**config.mk**
```make
export PLATFORM = sky130hd
export DESIGN_NAME = l2_cache_controller
export DESIGN_NICKNAME = d
export VERILOG_FILES = /design/src/rtl/l2_cache_controller.sv
export SDC_FILE = /design/constraint.sdc
export NUM_CORES = 2
export LEC_CHECK = 0
export CAP_MARGIN = 20
export CORE_ASPECT_RATIO = 0.8
export CORE_MARGIN = 2
export CORE_UTILIZATION = 36
export CTS_BUF_LIST = sky130_fd_sc_hd__clkbuf_4 sky130_fd_sc_hd__clkbuf_8
export CTS_CLUSTER_SIZE = 14
export DETAILED_ROUTE_END_ITERATION = 6
export SYNTH_ARGS = -nofsm -noshare
export SYNTH_HDL_FRONTEND = slang
export SYNTH_SLANG_ARGS = --single-unit
```
**constraint.sdc**
```tcl
create_clock -name clk -period 9.1 [get_ports clk]
set_input_delay 1.82 -clock clk [delete_from_list [all_inputs] [get_ports clk]]
set_output_delay 1.82 -clock clk [all_outputs]
set_load 0.05 [all_outputs]
```
**src/rtl/l2_cache_controller.sv**
```systemverilog
// Sequencing controller for a 4-way, 16-set L2: owns tag/valid/dirty/PLRU state,
// serves one L1 request at a time and runs writeback/refill over a req/ack memory port.
module l2_cache_controller #(
  parameter int ADDR_W = 32,
  parameter int TAG_W  = ADDR_W - 10
) (
  input  logic              clk,
  input  logic              rst,
  input  logic              req_L1_L2,
  input  logic              we_L1_L2,
  input  logic [ADDR_W-1:0] addr_L1_L2,
  output logic              ready_L2_L1,
  output logic [3:0]        index_L1_L2,
  output logic [1:0]        way,
  output logic              update,
  output logic              refill,
  output logic              mem_rd_req,
  output logic              mem_wr_req,
  output logic [ADDR_W-1:0] mem_addr,
  input  logic              mem_ack
);

  typedef enum logic [1:0] {S_IDLE, S_COMPARE, S_WB, S_REFILL} state_t;

  state_t r_state;
  state_t w_next;

  logic [ADDR_W-7:0] r_line;
  logic              r_we;
  logic [1:0]        r_victim;
  logic [TAG_W-1:0]  r_tag   [16][4];
  logic [3:0]        r_valid [16];
  logic [3:0]        r_dirty [16];
  logic [15:0]       r_b0;
  logic [15:0]       r_b1;
  logic [15:0]       r_b2;

  logic [3:0]       w_idx;
  logic [TAG_W-1:0] w_tag;
  logic             w_hit;
  logic [1:0]       w_hit_way;
  logic [1:0]       w_vict;
  logic             w_unused_offset;

  // Byte offset never matters: the array moves whole lines.
  assign w_unused_offset = ^addr_L1_L2[5:0];

  assign w_idx = r_line[3:0];
  assign w_tag = r_line[ADDR_W-7:4];

  always_comb begin
    w_hit     = 1'b0;
    w_hit_way = 2'd0;
    for (int i = 0; i < 4; i++) begin
      if (r_valid[w_idx][i] && (r_tag[w_idx][i] == w_tag)) begin
        w_hit     = 1'b1;
        w_hit_way = 2'(i);
      end
    end
  end

  // Invalid ways are preferred (lowest first); otherwise follow the PLRU tree.
  always_comb begin
    if (!r_b0[w_idx]) w_vict = r_b1[w_idx] ? 2'd1 : 2'd0;
    else              w_vict = r_b2[w_idx] ? 2'd3 : 2'd2;
    for (int i = 3; i >= 0; i--) begin
      if (!r_valid[w_idx][i]) w_vict = 2'(i);
    end
  end

  always_comb begin
    w_next      = r_state;
    ready_L2_L1 = 1'b0;
    update      = 1'b0;
    refill      = 1'b0;
    mem_rd_req  = 1'b0;
    mem_wr_req  = 1'b0;
    mem_addr    = '0;
    index_L1_L2 = 4'd0;
    way         = 2'd0;
    case (r_state)
      S_IDLE: begin
        if (req_L1_L2) w_next = S_COMPARE;
      end
      S_COMPARE: begin
        index_L1_L2 = w_idx;
        way         = w_hit_way;
        if (w_hit) begin
          ready_L2_L1 = 1'b1;
          update      = r_we;
          w_next      = S_IDLE;
        end else if (r_valid[w_idx][w_vict] && r_dirty[w_idx][w_vict]) begin
          w_next = S_WB;
        end else begin
          w_next = S_REFILL;
        end
      end
      S_WB: begin
        index_L1_L2 = w_idx;
        way         = r_victim;
        mem_wr_req  = 1'b1;
        mem_addr    = {r_tag[w_idx][r_victim], w_idx, 6'b0};
        if (mem_ack) w_next = S_REFILL;
      end
      S_REFILL: begin
        index_L1_L2 = w_idx;
        way         = r_victim;
        mem_rd_req  = 1'b1;
        mem_addr    = {w_tag, w_idx, 6'b0};
        if (mem_ack) begin
          refill = 1'b1;
          w_next = S_COMPARE;
        end
      end
      default: w_next = S_IDLE;
    endcase
  end

  always_ff @(posedge clk) begin
    if (rst) begin
      r_state <= S_IDLE;
      r_b0    <= '0;
      r_b1    <= '0;
      r_b2    <= '0;
      for (int s = 0; s < 16; s++) begin
        r_valid[s] <= 4'd0;
        r_dirty[s] <= 4'd0;
      end
    end else begin
      r_state <= w_next;
      case (r_state)
        S_COMPARE: begin
          if (w_hit) begin
            r_b0[w_idx] <= ~w_hit_way[1];
            if (!w_hit_way[1]) r_b1[w_idx] <= ~w_hit_way[0];
            else               r_b2[w_idx] <= ~w_hit_way[0];
            if (r_we) r_dirty[w_idx][w_hit_way] <= 1'b1;
          end
        end
        S_WB: begin
          if (mem_ack) r_dirty[w_idx][r_victim] <= 1'b0;
        end
        S_REFILL: begin
          if (mem_ack) begin
            r_valid[w_idx][r_victim] <= 1'b1;
            r_dirty[w_idx][r_victim] <= 1'b0;
          end
        end
        default: ;
      endcase
    end
  end

  // Request latch, victim and tag storage carry no reset; valid bits qualify them.
  always_ff @(posedge clk) begin
    if (r_state == S_IDLE && req_L1_L2) begin
      r_line <= addr_L1_L2[ADDR_W-1:6];
      r_we   <= we_L1_L2;
    end
    if (r_state == S_COMPARE && !w_hit) r_victim <= w_vict;
    if (r_state == S_REFILL && mem_ack) r_tag[w_idx][r_victim] <= w_tag;
  end

endmodule

```
==> After elaboration in Yosys (flattened, before gate mapping) <==
Memory sizes are Yosys's and may differ from the RTL's. A register that Yosys moved wholly into a read port is not among the register bits.
Index checks and enable logic that the tools add are counted.
{ "classes": {"n_bitwise": 11, "magnitude_cmp": 9, "eq_ne": 10, "n_reduce_logical": 22, "mux": 86} }
{ "op_table": {"columns": ["cell", "count"], "rows": [
  ["$eq A22 B22 Y1", 4],
  ["$mux W88", 1],
  ["$mux W22", 3],
  ["$pmux W32 S2", 1],
  ["$mux W4", 13],
  ["$bwmux W16", 3],
  ["$bmux W22 S2", 1],
  ["$demux W22 S2", 1],
  ["$mux W1", 42],
  ["$mux W2", 11],
  ["$bmux W1 S4", 3],
  ["$logic_and A1 B1 Y1", 12],
  ["$lt A2 B3 Y1 const B", 3],
  ["$reduce_and A3 Y1", 3],
  ["$or A1 B1 Y1", 8],
  ["$pmux W2 S4", 1],
  ["$reduce_or A4 Y1", 2],
  ["$ne A2 B2 Y1 const B", 3],
  ["$lt A4 B5 Y1 const B", 1],
  ["$bmux W1 S2", 2],
  ["$demux W1 S2", 2],
  ["$demux W1 S4", 1],
  ["$eq A2 B2 Y1 const B", 2],
  ["$ge A2 B1 Y1 const B", 2],
  ["12 further kinds", 13]
]} }
{ "word_totals": {"elab_cells": 148, "reg_bits": 79, "ramBits": 1536, "n_memories": 3} }
{ "memory_table": {"columns": ["name", "words", "word_bits", "rd", "rd_ports_with_merged_regs", "write_ports", "line", "rtl"], "rows": [
  ["r_tag", 16, 88, 1, 1, 1, "31", "logic [TAG_W-1:0] r_tag [16][4];"],
  ["r_dirty", 16, 4, 1, 1, 16, "33", "logic [3:0] r_dirty [16];"],
  ["r_valid", 16, 4, 1, 1, 16, "32", "logic [3:0] r_valid [16];"]
]} }

==> Longest topological paths before layout <==
{ "depth": {"ltp_word": 14, "depth_mapped": 20} }

==> Worst setup path before layout <==
Ideal clock, no wire load.
{ "synth_timing": {"path_kind": "register to output", "startpoint": "reg with a tool-made name", "endpoint": "out way[0]", "path_slack_ns": 3.301, "t_arrival_ns": 3.979, "n_path_buf": 6, "path_stages_with_launch": 15, "required_ns": 7.280, "path_cell_list": "dfxtp_1 > buf_4 > buf_6 > buf_6 > buf_6 > buf_4 > buf_2 > mux4_2 > o221a_2 > xor2_1 > nor4_1 > nand4_1 > nor2_1 > o21ai_0 > a21oi_1"} }
{ "synth_lines": {"columns": ["element", "line", "rtl"], "rows": [
  ["to (decl)", "14", "output logic [1:0] way,"]
]} }

==> impl_metrics.ini <==
[critical_path]
required_ns = 7.28
end_kind = output pin
worstPathMaxFanout = 21
cp.arrival_ns = 6.92
timing_worst_setup_path_type = reg -> out
crit_path_start_kind = flop

[timing]
hold_viol = 0
setup_tns_ns = 0
period_minus_slack_ns = 8.74
finalSetupViolations = 0
tightest_slew_ns = 1.24
hold_ws_ns = 0.468
slew_headroom = 0.169
drv_slew = 0
rsz0062_at_grt = no
fin_crit_sh = 0.960
finalClockSkew_ns = 0.0674
timing.fmax_mhz = 114

[floorplanning]
ios = 80
start_util = 0.361
die_w_um = 484
rows = 141
dieArea_sq_mm = 0.188
core_sq_mm = 0.184
die_y_um = 388

[global_route]
grt_antenna_before_repair = 9
grt_max_degree = 88
grt_pass1_vias = 36600
grt_pass1_wl_um = 279000
grtUsageTotal = 0.210
grt_overflow_total = 0

[clock_network]
cts_max_level = 4
clkSinkCount = 1619
clk_latency_ns = 0.96
clk_path_buf_depth = 3
cts-buffers-inserted = 232
ctsRootBufferMaster = clkbuf_8
cts_tree = done
path_clk_slew_ns = 0.06

[power]
clkPwrFrac = 0.330
power_uw = 17500
leakage_uw = 0.0243
switchingPower_uw = 5080
seqPwrFrac = 0.480
p_comb_frac = 0.190
ir_worst_vdd_uv = 170
intPower_uw = 12400
swShare = 0.290
power_density_mw_per_mm2 = 232

[place]
place_congestion = 0.854
dp_hpwl_um = 121000
post_dp_cell_area_sq_mm = 0.0706
port_buffers = 67

[logic_synthesis]
netlist_instances = 3772
synth_edf_count = 1501
synth_flop_cell = edfxtp_1
async_flop_share = 0
synth_top_family_by_area = multiplexers
yosysSeqAreaShare = 0.714
synth_compound_area_frac = 0.0460
synth_area_leaders = edfxtp_1 68%, mux4_2 11%, mux2i_1 3.8%, dfxtp_1 3.6%, nor2_1 2.3%
synth_common_cells = 1501 x edfxtp_1, 403 x nor2_1, 327 x mux4_2
synth_top_area_share = 0.678
synth.distinct_cells = 86
synthAdderAreaFrac = 0.000941
syn_area_per_cell_sq_um = 17.6
synth_area_leader_cell = edfxtp_1
synth-simple-area-share = 0.0474
yosys_warnings = 0
syn_area_sq_mm = 0.0665
synth_xor_area_frac = 0.0141
ys_ff_latch = 1619
yosysMostFrequentCell = edfxtp_1
synth_mux_area_frac = 0.155

[worst_hold_path]
hp-class = reg -> reg

[detailed_routing]
vias_per_cell = 5.70
ant_nets = 0
via_count = 37800
drtPass1Iterations = 7
drt_wl_total_um = 202000
drc = 1
wl_per_cell_um = 30.4
drt_iter0_drc = 5655

[cells_and_area]
fillers = 16400
ff_latch_area_sq_mm = 0.0475
multi_input_area_sq_mm = 0.0179
final_cell_area_sq_mm = 0.0754
post-route-util = 0.410
area_growth_pct = 13.4
drive_above_1_share = 0.243
fin_nets = 4047

[status]
violations = DRC
status = finished with violations

[run]
maxCapViolations = 0
==> through the flow <==
stage          instances  setup slack (ns)
2_1_floorplan       3777              3.30
3_3_place_gp        6186              1.39
3_5_place_dp        6192              1.35
4_1_cts             6619             0.266
5_1_grt             6631            0.0920
6_report            6634             0.365
==> worst paths after layout <==
kind                                     start        endpoint  slack [ns]  cells after the start
worst max register to register            flop   r_dirty[5][2]        2.85                     11
worst min-delay path            r_valid[14][0]  r_valid[14][0]        0.47                      2
worst min register to register  r_valid[14][0]  r_valid[14][0]        0.47                      2
worst max-delay path                      flop          way[0]        0.36                     13
==> cells by family (layout without fill, tap and decap cells) <==
logic type	count (synthesis)	in the layout
DFF	1619	1619
buffers and inverters	266	687
adders and majority gates	5	5
AOI/OAI and AO/OA	432	432
and+or+nand+nor	727	727
other	1	11
muxes	615	615
xor gates and xnor gates	107	107
==> registers in the layout, summed over array words and instances (netlist names), named ones only <==
name	flops
r_state	2
r_b2	16
r_victim	2
r_b0	16
r_line	26
r_valid	64
r_dirty	64
r_we	1
r_tag	1408
r_b1	16
==> layer usage <==
metal | GRT usage | vias up | share of wire
li1 | - | 15400 | -
met1 | 0.302 | 19900 | 0.42
met2 | 0.307 | 2136 | 0.44
met3 | 0.0587 | 335 | 0.11
met4 | 0.0663 | 4 | 0.027
met5 | 0 | - | 0.00016
==> worst max-delay path: stages (launching register included) <==
cell             delay (ns)
dfxtp_4                0.50
buf_4                  0.30
nor2_4                 0.88
buf_4                  0.35
a22oi_1                0.11
and3_1                 0.26
or3_1                  0.35
a211o_1                0.30
nor4_1                 0.57
nand4_1                0.65
nor2_1                 0.43
o21ai_0                0.12
a21oi_1                0.24
clkdlybuf4s50_1        0.84
==> area by class of cell <==
cell class / count / share of cell area
Antenna cell: 5 / 0.000166
Clock inverter: 88 / 0.00677
Inverter: 20 / 0.00103
Sequential cell: 1619 / 0.630
Tap cell: 2431 / 0.0404
Clock buffer: 339 / 0.0539
Timing Repair Buffer: 240 / 0.0308
Multi-Input combinational cell: 1892 / 0.237
==> what timing repair did <==
| action | in CTS | in global routing |
|---|---|---|
| buffers inserted | 0 | 1 |
| gates resized for setup | 0 | 0 |
| hold endpoints to repair | 0 | 0 |
| endpoints found under the setup margin | 0 | 1 |
| hold buffers | 0 | 0 |
==> cells in the final DEF (no fill, tap or decap), types with 17 or more instances in the layout <==
cell,n
clkbuf_8,243
a211oi_1,47
nor2_4,37
clkbuf_4,96
buf_12,17
edfxtp_1,1501
mux2_2,29
nand3_1,26
dfxtp_1,114
o21ai_0,43
a22o_1,19
nor2_1,338
a21oi_1,87
o22ai_1,20
mux4_2,327
a21o_1,18
clkinv_1,55
nor2_2,30
xnor2_1,68
clkinv_2,20
and2_1,18
buf_4,147
a22oi_1,87
xor2_1,39
mux2i_1,255
nand2_1,145
nor2b_1,19
nor3_1,28
clkdlybuf4s50_1,66
==> power groups by stage <==
stage,Clock (uW),Sequential (uW),Combinational (uW)
detailed placement,0,8590,3240
global route,6160,8420,3450
floorplan,0,8580,2040
finish,5780,8420,3330
CTS,5870,8430,3250
global placement,0,8590,3220
Power figures use the tool's default switching activity.
